`src/rtl/factor_pkg.sv`:
```
// Shared constants, game-state codes and helpers for the answer judge.
package factor_pkg;

  localparam int unsigned P1    = 2;
  localparam int unsigned P2    = 3;
  localparam int unsigned P3    = 5;
  localparam int unsigned MAX_Q = 999;
  localparam int unsigned ACC_W = 13;
  localparam int unsigned Q_W   = 10;
  localparam int unsigned EXP_W = 4;
  localparam int unsigned ST_W  = 4;

  // Game-state codes driven by the downstream controller
  localparam logic [ST_W-1:0] ST_INPUT = 4'b0100;
  localparam logic [ST_W-1:0] ST_DRAW  = 4'b0110;
  localparam logic [ST_W-1:0] ST_OUCH  = 4'b1000;
  localparam logic [ST_W-1:0] ST_GOOD  = 4'b1001;
  localparam logic [ST_W-1:0] ST_WIN   = 4'b1010;
  localparam logic [ST_W-1:0] ST_LOSE  = 4'b1011;

  typedef enum logic [1:0] {
    J_IDLE = 2'd0,
    J_MUL  = 2'd1,
    J_CMP  = 2'd2
  } judge_state_e;

  // Game states in which any judgement in flight is abandoned
  function automatic logic is_abort(input logic [ST_W-1:0] st);
    return (st == ST_DRAW) || (st == ST_OUCH) || (st == ST_GOOD) ||
           (st == ST_WIN)  || (st == ST_LOSE);
  endfunction

endpackage

```
`src/rtl/answer_judge_if.sv`:
```
// Handshake and data bundle between the input block, the judge and the game controller.
interface answer_judge_if;
  logic [3:0] STATE;
  logic       DEC;
  logic       QUE_OK;
  logic [3:0] COUNT1_IN;
  logic [3:0] COUNT2_IN;
  logic [3:0] COUNT3_IN;
  logic [3:0] Q_ONE;
  logic [3:0] Q_TEN;
  logic [3:0] Q_HUN;
  logic       BUSY;
  logic       DONE;
  logic       JUDGE_OK;
  logic       JUDGE_NG;

  modport master (
    output STATE, DEC, QUE_OK, COUNT1_IN, COUNT2_IN, COUNT3_IN, Q_ONE, Q_TEN, Q_HUN,
    input  BUSY, DONE, JUDGE_OK, JUDGE_NG
  );

  modport slave (
    input  STATE, DEC, QUE_OK, COUNT1_IN, COUNT2_IN, COUNT3_IN, Q_ONE, Q_TEN, Q_HUN,
    output BUSY, DONE, JUDGE_OK, JUDGE_NG
  );
endinterface

```
`src/rtl/bcd3_to_bin.sv`:
```
// Three BCD digits to binary; flags any digit above 9. Purely combinational.
module bcd3_to_bin
  import factor_pkg::*;
(
  input  logic [3:0]     hun_i,
  input  logic [3:0]     ten_i,
  input  logic [3:0]     one_i,
  output logic [Q_W-1:0] bin_o,
  output logic           bad_o
);

  // Weighted sum; value is meaningless when bad_o is set, so truncation is harmless
  assign bin_o = Q_W'(hun_i) * Q_W'(100) + Q_W'(ten_i) * Q_W'(10) + Q_W'(one_i);
  assign bad_o = (hun_i > 4'd9) || (ten_i > 4'd9) || (one_i > 4'd9);

endmodule

```
`src/rtl/answer_judge.sv`:
```
// Sequentially evaluates 2^a*3^b*5^c and judges it against the displayed question.
module answer_judge (
  input  logic           CLK,
  input  logic           RST,
  answer_judge_if.slave  bus
);
  import factor_pkg::*;

  judge_state_e     state_q, state_d;
  logic [ACC_W-1:0] acc_q, acc_d;
  logic [EXP_W-1:0] e1_q, e1_d, e2_q, e2_d, e3_q, e3_d;
  logic [Q_W-1:0]   q_q, q_d;
  logic             ovf_q, ovf_d;
  logic             bad_q, bad_d;
  logic             busy_q, busy_d;
  logic             done_q, done_d;
  logic             ok_q, ok_d;
  logic             ng_q, ng_d;

  logic [Q_W-1:0]   q_bin;
  logic             q_bad;
  logic [ACC_W-1:0] prod;
  logic             mul_en;
  logic             match;
  logic             start;

  bcd3_to_bin u_bcd (
    .hun_i (bus.Q_HUN),
    .ten_i (bus.Q_TEN),
    .one_i (bus.Q_ONE),
    .bin_o (q_bin),
    .bad_o (q_bad)
  );

  assign start = bus.DEC && bus.QUE_OK && (bus.STATE == ST_INPUT);
  assign match = !ovf_q && !bad_q && (acc_q == ACC_W'(q_q));

  // Next-state: abort first, then capture / one multiply per edge / compare
  always_comb begin
    state_d = state_q;
    acc_d   = acc_q;
    e1_d    = e1_q;
    e2_d    = e2_q;
    e3_d    = e3_q;
    q_d     = q_q;
    ovf_d   = ovf_q;
    bad_d   = bad_q;
    busy_d  = busy_q;
    done_d  = 1'b0;
    ok_d    = ok_q;
    ng_d    = ng_q;
    prod    = acc_q;
    mul_en  = 1'b0;

    if (is_abort(bus.STATE)) begin
      state_d = J_IDLE;
      busy_d  = 1'b0;
      ok_d    = 1'b0;
      ng_d    = 1'b0;
    end else begin
      case (state_q)
        J_IDLE: begin
          if (start) begin
            e1_d    = bus.COUNT1_IN;
            e2_d    = bus.COUNT2_IN;
            e3_d    = bus.COUNT3_IN;
            q_d     = q_bin;
            bad_d   = q_bad;
            ovf_d   = 1'b0;
            acc_d   = ACC_W'(1);
            ok_d    = 1'b0;
            ng_d    = 1'b0;
            busy_d  = 1'b1;
            state_d = J_MUL;
          end
        end

        J_MUL: begin
          if (e1_q != '0) begin
            prod   = acc_q * ACC_W'(P1);
            e1_d   = e1_q - EXP_W'(1);
            mul_en = 1'b1;
          end else if (e2_q != '0) begin
            prod   = acc_q * ACC_W'(P2);
            e2_d   = e2_q - EXP_W'(1);
            mul_en = 1'b1;
          end else if (e3_q != '0) begin
            prod   = acc_q * ACC_W'(P3);
            e3_d   = e3_q - EXP_W'(1);
            mul_en = 1'b1;
          end

          if (!mul_en) begin
            state_d = J_CMP;
          end else begin
            acc_d = prod;
            // acc never exceeds MAX_Q before a multiply, so prod cannot wrap
            if (prod > ACC_W'(MAX_Q)) begin
              ovf_d   = 1'b1;
              state_d = J_CMP;
            end
          end
        end

        J_CMP: begin
          ok_d    = match;
          ng_d    = !match;
          done_d  = 1'b1;
          busy_d  = 1'b0;
          state_d = J_IDLE;
        end

        default: state_d = J_IDLE;
      endcase
    end
  end

  // State and output registers
  always_ff @(posedge CLK or negedge RST) begin
    if (!RST) begin
      state_q <= J_IDLE;
      acc_q   <= '0;
      e1_q    <= '0;
      e2_q    <= '0;
      e3_q    <= '0;
      q_q     <= '0;
      ovf_q   <= 1'b0;
      bad_q   <= 1'b0;
      busy_q  <= 1'b0;
      done_q  <= 1'b0;
      ok_q    <= 1'b0;
      ng_q    <= 1'b0;
    end else begin
      state_q <= state_d;
      acc_q   <= acc_d;
      e1_q    <= e1_d;
      e2_q    <= e2_d;
      e3_q    <= e3_d;
      q_q     <= q_d;
      ovf_q   <= ovf_d;
      bad_q   <= bad_d;
      busy_q  <= busy_d;
      done_q  <= done_d;
      ok_q    <= ok_d;
      ng_q    <= ng_d;
    end
  end

  assign bus.BUSY     = busy_q;
  assign bus.DONE     = done_q;
  assign bus.JUDGE_OK = ok_q;
  assign bus.JUDGE_NG = ng_q;

endmodule

```
`src/flat_wrapper.sv`:
```
// flat-port wrapper written by rule: the top's interface ports become plain ports
module answer_judge_flat import factor_pkg::*;
  (CLK, RST, bus_STATE, bus_DEC, bus_QUE_OK, bus_COUNT1_IN, bus_COUNT2_IN, bus_COUNT3_IN, bus_Q_ONE, bus_Q_TEN, bus_Q_HUN, bus_BUSY, bus_DONE, bus_JUDGE_OK, bus_JUDGE_NG);
  answer_judge_if bus_i ();
  input  logic CLK;
  input  logic RST;
  input wire logic [$bits(bus_i.STATE)-1:0] bus_STATE;
  input wire logic [$bits(bus_i.DEC)-1:0] bus_DEC;
  input wire logic [$bits(bus_i.QUE_OK)-1:0] bus_QUE_OK;
  input wire logic [$bits(bus_i.COUNT1_IN)-1:0] bus_COUNT1_IN;
  input wire logic [$bits(bus_i.COUNT2_IN)-1:0] bus_COUNT2_IN;
  input wire logic [$bits(bus_i.COUNT3_IN)-1:0] bus_COUNT3_IN;
  input wire logic [$bits(bus_i.Q_ONE)-1:0] bus_Q_ONE;
  input wire logic [$bits(bus_i.Q_TEN)-1:0] bus_Q_TEN;
  input wire logic [$bits(bus_i.Q_HUN)-1:0] bus_Q_HUN;
  output wire logic [$bits(bus_i.BUSY)-1:0] bus_BUSY;
  output wire logic [$bits(bus_i.DONE)-1:0] bus_DONE;
  output wire logic [$bits(bus_i.JUDGE_OK)-1:0] bus_JUDGE_OK;
  output wire logic [$bits(bus_i.JUDGE_NG)-1:0] bus_JUDGE_NG;
  assign bus_i.STATE = bus_STATE;
  assign bus_i.DEC = bus_DEC;
  assign bus_i.QUE_OK = bus_QUE_OK;
  assign bus_i.COUNT1_IN = bus_COUNT1_IN;
  assign bus_i.COUNT2_IN = bus_COUNT2_IN;
  assign bus_i.COUNT3_IN = bus_COUNT3_IN;
  assign bus_i.Q_ONE = bus_Q_ONE;
  assign bus_i.Q_TEN = bus_Q_TEN;
  assign bus_i.Q_HUN = bus_Q_HUN;
  assign bus_BUSY = bus_i.BUSY;
  assign bus_DONE = bus_i.DONE;
  assign bus_JUDGE_OK = bus_i.JUDGE_OK;
  assign bus_JUDGE_NG = bus_i.JUDGE_NG;
  answer_judge u_core (.CLK(CLK), .RST(RST), .bus(bus_i));
endmodule
```
`config.mk`:
```
export PLATFORM = sky130hd
export DESIGN_NAME = answer_judge_flat
export DESIGN_NICKNAME = d
export VERILOG_FILES = /design/src/rtl/factor_pkg.sv /design/src/rtl/answer_judge_if.sv /design/src/rtl/bcd3_to_bin.sv /design/src/rtl/answer_judge.sv /design/src/flat_wrapper.sv
export SDC_FILE = /design/constraint.sdc
export NUM_CORES = 1
export LEC_CHECK = 0
export ABC_AREA = 1
export BUFFER_PORTS_ARGS = -buffer_cell sky130_fd_sc_hd__clkbuf_2
export CORE_AREA = 3 3 146 148
export CTS_CLUSTER_DIAMETER = 50
export DETAILED_ROUTE_END_ITERATION = 8
export DIE_AREA = 0 0 149 151
export GPL_TIMING_DRIVEN = 0
export PLACE_DENSITY = 0.36
export SLEW_MARGIN = 20
export SYNTH_ARGS = -nofsm -noshare
export SYNTH_HDL_FRONTEND = slang
export SYNTH_SLANG_ARGS = --single-unit
export TNS_END_PERCENT = 100
```
`constraint.sdc`:
```
create_clock -name CLK -period 3.3 [get_ports CLK]
set_input_delay 0.66 -clock CLK [delete_from_list [all_inputs] [get_ports CLK]]
set_output_delay 0.66 -clock CLK [all_outputs]
set_load 0.01 [all_outputs]
```
==> results.cfg, run 1 <==
[layout]
final_common_cell = nand2_1
finalNetCount = 791
drive_gt1_share_pct = 12.1
utilization_pct = 26.2
n_fill_cell = 2320
final_cell_mix = 174 x nand2_1, 95 x inv_1, 59 x ha_1
syn_to_final_growth_pct = 15.0
seqCellArea_um2 = 1080
n_antenna_cell = 0
design_area_um2 = 5290
multi_input_area_um2 = 3100

[place]
place_congestion = 0.818
io_buffers = 35
dp_hpwl_um = 10100
place_area_um2 = 5110

[global_route]
grt_pass1_wl_um = 21600
grt_usage_pct = 12.0
antenna_found_initial = 0
grt_overflow = 0
grt_pass1_vias = 4231
grt_max_degree = 44

[cts]
cts_hold_buf = 0
cts.sinks = 43
cts-buffers-inserted = 5
post_cts_buffers = 0
post_cts_resize_count = 0
clock-root-buffer = clkbuf_16
clock_path_buffers = 2
clock_latency_ns = 0.30
cts_tree = done
path_clk_slew_ns = 0.07
cts_max_level = 2

[yosys]
async_flop_share_pct = 100
syn-cell-area_um2 = 4600
yosysSeqAreaShare_pct = 23.4
netlist_instances = 650
synth-seq-cells = 43
syn-num-nets = 749
synth_area_per_cell_um2 = 7.07
yosys_warnings = 0
yosys-top-cells-area = dfrtp_1 23%, ha_1 16%, nand2_1 14%, inv_1 7.8%, nand3_1 5.8%
synth-edff-count = 0
synth_top_area_share_pct = 23.4
synthFlopType = dfrtp_1
yosysTopAreaCell = dfrtp_1
ys_types = 43

[detailed_routing]
drc = 0
ant_nets = 0
totalWireLength_um = 12600
wl_per_cell_um = 13.1
viasPerCell = 4.37
vias = 4208
first_iter_violations = 213
dr.pass1.iters = 4

[setup_path]
crit_type = primary input to flip-flop
arrival_ns = 3.26
worst_setup_path_start_kind = primary input
required_ns = 3.52
cp_max_fo = 4
cp-end-kind = flip-flop
rr_worst_depth = 16

[die]
core_area_um2 = 20200
dieArea_um2 = 22500
rows = 52
die_y_um = 151
io_pins = 36
die_x_um = 149
start_util_pct = 22.8

[timing]
finClkSkew_ns = 0.00449
fin_crit_ns = 3.04
final-max-slew-violation-count = 0
hold_violations = 0
tightest_slew_ns = 0.684
hold_slack_ns = 0.404
setup_viol = 0
rsz0062_at_grt = no
max_freq_mhz = 329
relSlewSlack_pct = 54.4
fin_crit_sh_pct = 92.2

[power_and_ir_drop]
power_density_nw_per_um2 = 486
power_uw = 2570
leakage_uw = 0.00277
max-vdd-ir-drop_mv = 0.198

[outcome]
status = complete, no violations

[run]
drv_cap = 0

[hold_path]
hold_path.class = primary input to asynchronous set/reset pin
state kept, by name, indices dropped and copies added (netlist names):
register	flops
u_core.bus.BUSY	1
u_core.e3_q	4
u_core.q_q	10
u_core.state_q	2
u_core.bus.DONE	1
u_core.bad_q	1
u_core.e1_q	4
u_core.e2_q	4
u_core.acc_q	13
u_core.bus.JUDGE_NG	1
u_core.ovf_q	1
u_core.bus.JUDGE_OK	1
cells in the mapped netlist, drive strengths merged (2+ instances only):
cell type / n
xnor2: 10
a21oi: 36
nor3: 6
o22ai: 6
buf: 7
dfrtp: 43
a22o: 5
o21bai: 3
o21ai: 43
xor2: 13
a31oi: 2
nand3: 55
nor2: 50
inv: 101
ha: 60
nand2: 179
fa: 7
o211ai: 5
nand4: 11
power breakdown:
group          switching, uW  internal, uW
Combinational            751           480
Clock                    241           303
Sequential               137           657
final timing paths:
| path | from | to | slack (ns) |
|---|---|---|---|
| min in group CLK | u_core.ovf_q | u_core.ovf_q | 0.48 |
| setup / recovery | bus_Q_TEN[1] | u_core.q_q[9] | 0.26 |
| hold / removal | RST | u_core.acc_q[10] | 0.40 |
| hold reg to reg | u_core.ovf_q | u_core.ovf_q | 0.48 |
| setup reg to reg | u_core.acc_q[3] | u_core.state_q[1] | 0.32 |
| max in group asynchronous | RST | u_core.q_q[9] | 2.42 |
worst max-delay path, cell delays in order:
cell	delay [ns]
clkbuf_2	0.12
ha_1	0.30
ha_1	0.22
fa_1	0.46
ha_1	0.33
ha_4	0.26
a21o_1	0.19
a21oi_2	0.16
nor2_1	0.06
o21ai_0	0.13
nand2_1	0.08
xor2_1	0.14
o21ai_0	0.14
stage by stage:
step | setup slack [ns] | cells | TNS (ns)
finish | 0.256 | 963 | 0
global route | 0.0528 | 963 | 0
CTS | 0.122 | 963 | 0
detailed placement | -0.182 | 955 | -0.326
global placement | -0.202 | 955 | -0.354
floorplan | 0.169 | 650 | 0
cell type report:
class / count / share of cell area (%)
Buffer: 8 / 1.02
Timing Repair Buffer: 35 / 3.36
Clock buffer: 6 / 2.63
Sequential cell: 43 / 20.4
Clock inverter: 2 / 0.308
Inverter: 102 / 7.34
Multi-Input combinational cell: 497 / 58.6
Tap cell: 270 / 6.39
per-layer routing:
layer	vias to the layer above	routed length [um]	track usage (%)	share of wire, %
met5	-	0	0	0
met4	0	135	2.93	1.1
met3	9	358	2.06	2.8
met2	45	5540	19.1	44
met1	1940	6540	16.9	52
li1	2214	-	-	-
logic make-up after synthesis:
kind of cell,count (synthesis),synth area share (%)
buffers and inverters,110,9.61
xor gates and xnor gates,23,4.38
DFF,43,23.4
adders and majority gates,67,19.4
and+or+nand+nor,305,29.5
AOI/OAI and AO/OA,102,13.8
No activity file was read; power rests on OpenSTA's default activity.
==> run 2: changes to the inputs <==
--- a/config.mk
+++ b/config.mk
@@ -6,13 +6,13 @@
 export NUM_CORES = 1
 export LEC_CHECK = 0
 export ABC_AREA = 1
-export BUFFER_PORTS_ARGS = -buffer_cell sky130_fd_sc_hd__clkbuf_2
-export CORE_AREA = 3 3 146 148
+export CORE_AREA = 3 3 100 102
 export CTS_CLUSTER_DIAMETER = 50
 export DETAILED_ROUTE_END_ITERATION = 8
-export DIE_AREA = 0 0 149 151
+export DIE_AREA = 0 0 103 105
+export DONT_BUFFER_PORTS = 1
 export GPL_TIMING_DRIVEN = 0
-export PLACE_DENSITY = 0.36
+export PLACE_DENSITY = 0.63
 export SLEW_MARGIN = 20
 export SYNTH_ARGS = -nofsm -noshare
 export SYNTH_HDL_FRONTEND = slang
==> results.cfg, run 2 (same netlist as run 1, synthesis figures left out) <==
[outcome]
status = complete, no violations

[power_and_ir_drop]
sequentialPowerShare_pct = 33.7
p_clk_share_pct = 16.6
power.switching_uw = 1020
power_uw = 2360
sw_frac_of_total_pct = 43.3
intPower_uw = 1340
max-vdd-ir-drop_mv = 0.343
leakage_uw = 0.00260
pwr-share-comb_pct = 49.6
power_density_nw_per_um2 = 487

[detailed_routing]
wl_met1_um = 4990
wl_met2_um = 5090
wl_per_cell_um = 13.8
dr.pass1.iters = 4
drc = 0
vias = 4060
wl_met3_um = 373
viasPerCell = 5.29
topRoutingLayerUsed = met4
ant_nets = 0
first_iter_violations = 217
totalWireLength_um = 10600

[timing]
tightest_slew_ns = 0.490
rsz0062_at_grt = no
max_freq_mhz = 333
fin_crit_sh_pct = 91.0
hold_violations = 0
setup_tns_ns = 0
setup_viol = 0
final-max-slew-violation-count = 0
fin_crit_ns = 3.00
relSlewSlack_pct = 67.4
finClkSkew_ns = 0.0128

[cts]
clock_latency_ns = 0.29
cts_hold_buf = 0
clock_path_buffers = 2
cts-buffers-inserted = 5
cts_tree = done
clock-root-buffer = clkbuf_8
cts.sinks = 43
path_clk_slew_ns = 0.08
post_cts_buffers = 0
post_cts_resize_count = 0
cts_max_level = 2

[setup_path]
cp_max_fo = 4
crit_type = primary input to flip-flop
cp-end-kind = flip-flop
required_ns = 3.51
arrival_ns = 3.21
worst_setup_path_start_kind = primary input

[place]
dp_hpwl_um = 8680
place_congestion = 0.914
io_buffers = 0

[layout]
drive_gt1_share_pct = 6.70
n_fill_cell = 926
finalNetCount = 756
top_regs = u_core.acc_q (13), u_core.q_q (10)
final_cell_mix = 174 x nand2_1, 95 x inv_1, 60 x ha_1
n_antenna_cell = 0
largest_reg_flops = 13
top_register = u_core.acc_q
syn_to_final_growth_pct = 5.25
final_common_cell = nand2_1

[die]
rows = 35
io_pins = 36
dieArea_um2 = 10800
start_util_pct = 50.0
die_x_um = 103
core_area_um2 = 9200
die_y_um = 105

[global_route]
antenna_found_initial = 0
grt_usage_pct = 20.8
grt_max_degree = 44
grt_pass1_vias = 4011
grt_overflow = 0
grt_pass1_wl_um = 18500

[run]
drv_cap = 0

[hold_path]
hold_path.class = primary input to asynchronous set/reset pin
## run 2: metal layers
layer  up-vias  GRT usage [%]
li1       2142              -
met1      1843           29.3
met2        69           34.7
met3         6           2.47
met4         0           3.33
met5         -              0
## run 2: worst max-delay path: stages
cell and delay [ns]:
ha_1 0.27, ha_1 0.22, fa_1 0.44, ha_1 0.29
ha_1 0.35, a21o_1 0.20, a21oi_1 0.19, nor2_1 0.06
o21ai_0 0.17, nand2_1 0.08, xor2_1 0.14, o21ai_0 0.14
## run 2: power groups by stage
stage	registers, uW	logic, uW	clock network (uW)
detailed placement	806	1170	0
global placement	802	1150	0
floorplan	763	930	0
global route	815	1360	424
CTS	796	1180	403
finish	795	1170	392
## run 2: worst paths after layout
kind / from / to / slack [ns] / depth (start not counted)
min in group CLK: u_core.bad_q / u_core.bad_q / 0.49 / 2
worst min register to register: u_core.bad_q / u_core.bad_q / 0.49 / 2
max in group asynchronous: RST / u_core.bus.JUDGE_NG / 3.14 / 0
worst max register to register: u_core.acc_q[3] / u_core.state_q[1] / 0.36 / 16
worst min-delay path: RST / u_core.e2_q[3] / 0.06 / 0
worst max-delay path: bus_Q_TEN[1] / u_core.q_q[9] / 0.30 / 12
## run 2: layout make-up
class | count | area, um2 | area share (%)
Clock buffer | 6 | 72.6 | 1.50
Multi-Input combinational cell | 497 | 3080 | 63.6
Sequential cell | 43 | 1080 | 22.2
Inverter | 102 | 388 | 8.02
Tap cell | 111 | 139 | 2.87
Clock inverter | 1 | 30.0 | 0.621
Buffer | 8 | 53.8 | 1.11
## run 2: metrics by stage
| step | utilization [%] | instances | cell area (um2) | worst slack, ns | hold slack, ns |
|---|---|---|---|---|---|
| 6_report | 52.6 | 768 | 4840 | 0.296 | 0.0560 |
| 3_5_place_dp | 51.5 | 761 | 4740 | 0.00288 | 0.366 |
| 4_1_cts | 52.6 | 768 | 4840 | 0.285 | 0.0458 |
| 3_3_place_gp | 51.5 | 761 | 4740 | 0.0224 | 0.366 |
| 2_1_floorplan | - | 650 | 4600 | 0.169 | 0.364 |
| 5_1_grt | 52.6 | 768 | 4840 | 0.144 | 0.0395 |
==> run 3: changes to the inputs <==
--- a/config.mk
+++ b/config.mk
@@ -5,11 +5,10 @@
 export SDC_FILE = /design/constraint.sdc
 export NUM_CORES = 1
 export LEC_CHECK = 0
-export ABC_AREA = 1
-export CORE_AREA = 3 3 100 102
+export CORE_AREA = 3 3 96 98
 export CTS_CLUSTER_DIAMETER = 50
 export DETAILED_ROUTE_END_ITERATION = 8
-export DIE_AREA = 0 0 103 105
+export DIE_AREA = 0 0 99 101
 export DONT_BUFFER_PORTS = 1
 export GPL_TIMING_DRIVEN = 0
 export PLACE_DENSITY = 0.63
==> results.cfg, run 3 <==
[outcome]
status = complete, no violations

[layout]
largest_reg_flops = 13
top_regs = u_core.acc_q (13), u_core.q_q (10)
n_fill_cell = 808
utilization_pct = 53.6
final_common_cell = ha_1
final_cell_mix = 59 x ha_1, 43 x inv_1, 43 x a21oi_1
finalNetCount = 608
top_register = u_core.acc_q
n_antenna_cell = 0
syn_to_final_growth_pct = 8.60
drive_gt1_share_pct = 9.04

[die]
die_y_um = 101
dieArea_um2 = 10000
core_area_um2 = 8550
io_pins = 36
start_util_pct = 49.3
die_x_um = 99
rows = 34

[setup_path]
worst_setup_path_start_kind = flip-flop
slowest_delay_ns = 0.44
arrival_ns = 3.37
required_ns = 3.49
critical-path-slowest-cell = dfrtp_2
cp-end-kind = flip-flop
cp_cell_sequence = buf_4 -> ha_1 -> ha_1 -> inv_1 -> fa_2 -> nand2b_4 -> a21oi_2 -> o21ai_0 -> mux2i_1 -> a31oi_2 -> a221oi_2 -> a2111oi_2 -> a221oi_2
cp_max_fo = 4
crit_type = flip-flop to flip-flop

[power_and_ir_drop]
power_uw = 2020
power_density_nw_per_um2 = 442
sequentialPowerShare_pct = 37.3
p_clk_share_pct = 19.4
sw_frac_of_total_pct = 39.9
max-vdd-ir-drop_mv = 0.283
intPower_uw = 1220
pwr-share-comb_pct = 43.3
leakage_uw = 0.00209
power.switching_uw = 808

[yosys]
netlist_instances = 496
syn-cell-area_um2 = 4220
synth_common_cells = 60 x ha_1, 45 x a21oi_1, 43 x dfrtp_1, 43 x inv_1, 41 x nor2_1
async_flop_share_pct = 100
synth-edff-count = 0
synth_top_area_share_pct = 25.5
syn-num-nets = 595
synth-seq-cells = 43
yosysMostFrequentCell = ha_1
yosysTopAreaCell = dfrtp_1
yosys_warnings = 0
synth_area_per_cell_um2 = 8.50
yosysSeqAreaShare_pct = 25.5
synthFlopType = dfrtp_1
ys_types = 60
yosys-top-cells-area = dfrtp_1 26%, ha_1 18%, a21oi_1 5.3%, o21ai_0 4.4%, xnor2_1 3.9%

[place]
place_congestion = 0.934
io_buffers = 0
dp_hpwl_um = 8110

[timing]
tightest_slew_ns = 0.833
setup_viol = 0
hold_slack_ns = 0.0455
fin_crit_ns = 3.17
fin_crit_sh_pct = 96.2
finClkSkew_ns = 0.0144
hold_violations = 0
relSlewSlack_pct = 44.3
max_freq_mhz = 315
final-max-slew-violation-count = 0

[detailed_routing]
totalWireLength_um = 10700
first_iter_violations = 197
dr.pass1.iters = 6
viasPerCell = 6.03
ant_nets = 0
wl_per_cell_um = 17.3
vias = 3723
drc = 0

[cts]
cts_hold_buf = 0
cts.sinks = 43
cts-buffers-inserted = 5
clock_path_buffers = 2
path_clk_slew_ns = 0.09
clock_latency_ns = 0.30
cts_tree = done
cts_max_level = 2
clock-root-buffer = clkbuf_8

[global_route]
grt_overflow = 0
grt_usage_pct = 21.5
grt_max_degree = 44
grt_pass1_wl_um = 17600
antenna_found_initial = 0
grt_pass1_vias = 3570

[run]
drv_cap = 0

[hold_path]
hold_path.class = primary input to asynchronous set/reset pin
run 3: power by group through the flow:
stage | sequential (uW) | clock [uW] | combinational (uW)
after floorplan | 735 | 0 | 632
after global placement | 764 | 0 | 804
after detailed placement | 768 | 0 | 819
after CTS | 751 | 401 | 863
after global routing | 773 | 420 | 999
final | 754 | 393 | 877
run 3: cell families after synthesis:
| family | share of synthesized area [%] |
|---|---|
| simple gates | 14.6 |
| fa+ha+maj | 21.1 |
| xor+xnor | 6.64 |
| mux | 2.05 |
| flops | 25.5 |
| buf+inv | 5.34 |
| compound gates | 24.7 |
run 3: worst paths after layout:
| check | from | to | slack (ns) | depth (start not counted) |
|---|---|---|---|---|
| max | u_core.acc_q[1] | u_core.ovf_q | 0.13 | 13 |
| min reg2reg | u_core.bad_q | u_core.bad_q | 0.50 | 1 |
| min | RST | u_core.e2_q[3] | 0.05 | 0 |
| max in group asynchronous | RST | u_core.acc_q[0] | 3.14 | 0 |
| max reg2reg | u_core.acc_q[1] | u_core.ovf_q | 0.13 | 13 |
| min in group CLK | u_core.bad_q | u_core.bad_q | 0.50 | 1 |
run 3: final cells by class:
class	instances	area, um2	share of cell area, %
sequential	43	1080	23.6
timing repair buffer	6	45.0	0.983
inverter	43	161	3.52
tap	108	135	2.95
buffer	16	63.8	1.39
multi-input combinational	394	2990	65.3
clock buffer	6	72.6	1.58
clock inverter	1	30.0	0.656
run 3: metal layers:
layer	track usage (%)	wire (um)	share of wire, %
met1	30.5	5090	48
met2	35.0	4940	46
met3	2.49	518	4.9
met4	4.94	127	1.2
met5	0	0	0
run 3: timing repair:
action | 4_1_cts | 5_1_grt
pin swaps | 1 | 7
buffers inserted | 4 | 2
resized for setup | 8 | 12
setup endpoints to repair | 4 | 3
run 3: metrics by stage:
| stage | setup slack, ns | cells | instance area [um2] | TNS [ns] |
|---|---|---|---|---|
| after floorplan | 0.231 | 496 | 4220 | 0 |
| after global placement | -0.179 | 604 | 4350 | -0.390 |
| after detailed placement | -0.334 | 604 | 4350 | -0.876 |
| after CTS | 0.00833 | 615 | 4520 | 0 |
| after global routing | -0.0120 | 617 | 4580 | -0.0120 |
| final | 0.126 | 617 | 4580 | 0 |
run 3: worst max-delay path: cells and delay by family, from the launching register on:
family,cells,cell delay [ns]
AO/OA/AOI/OAI,6,1.23
AND/OR/NAND/NOR,1,0.16
flip-flops,1,0.44
multiplexers,1,0.26
adder cells (fa/ha/maj),3,0.78
buffers and inverters,2,0.21
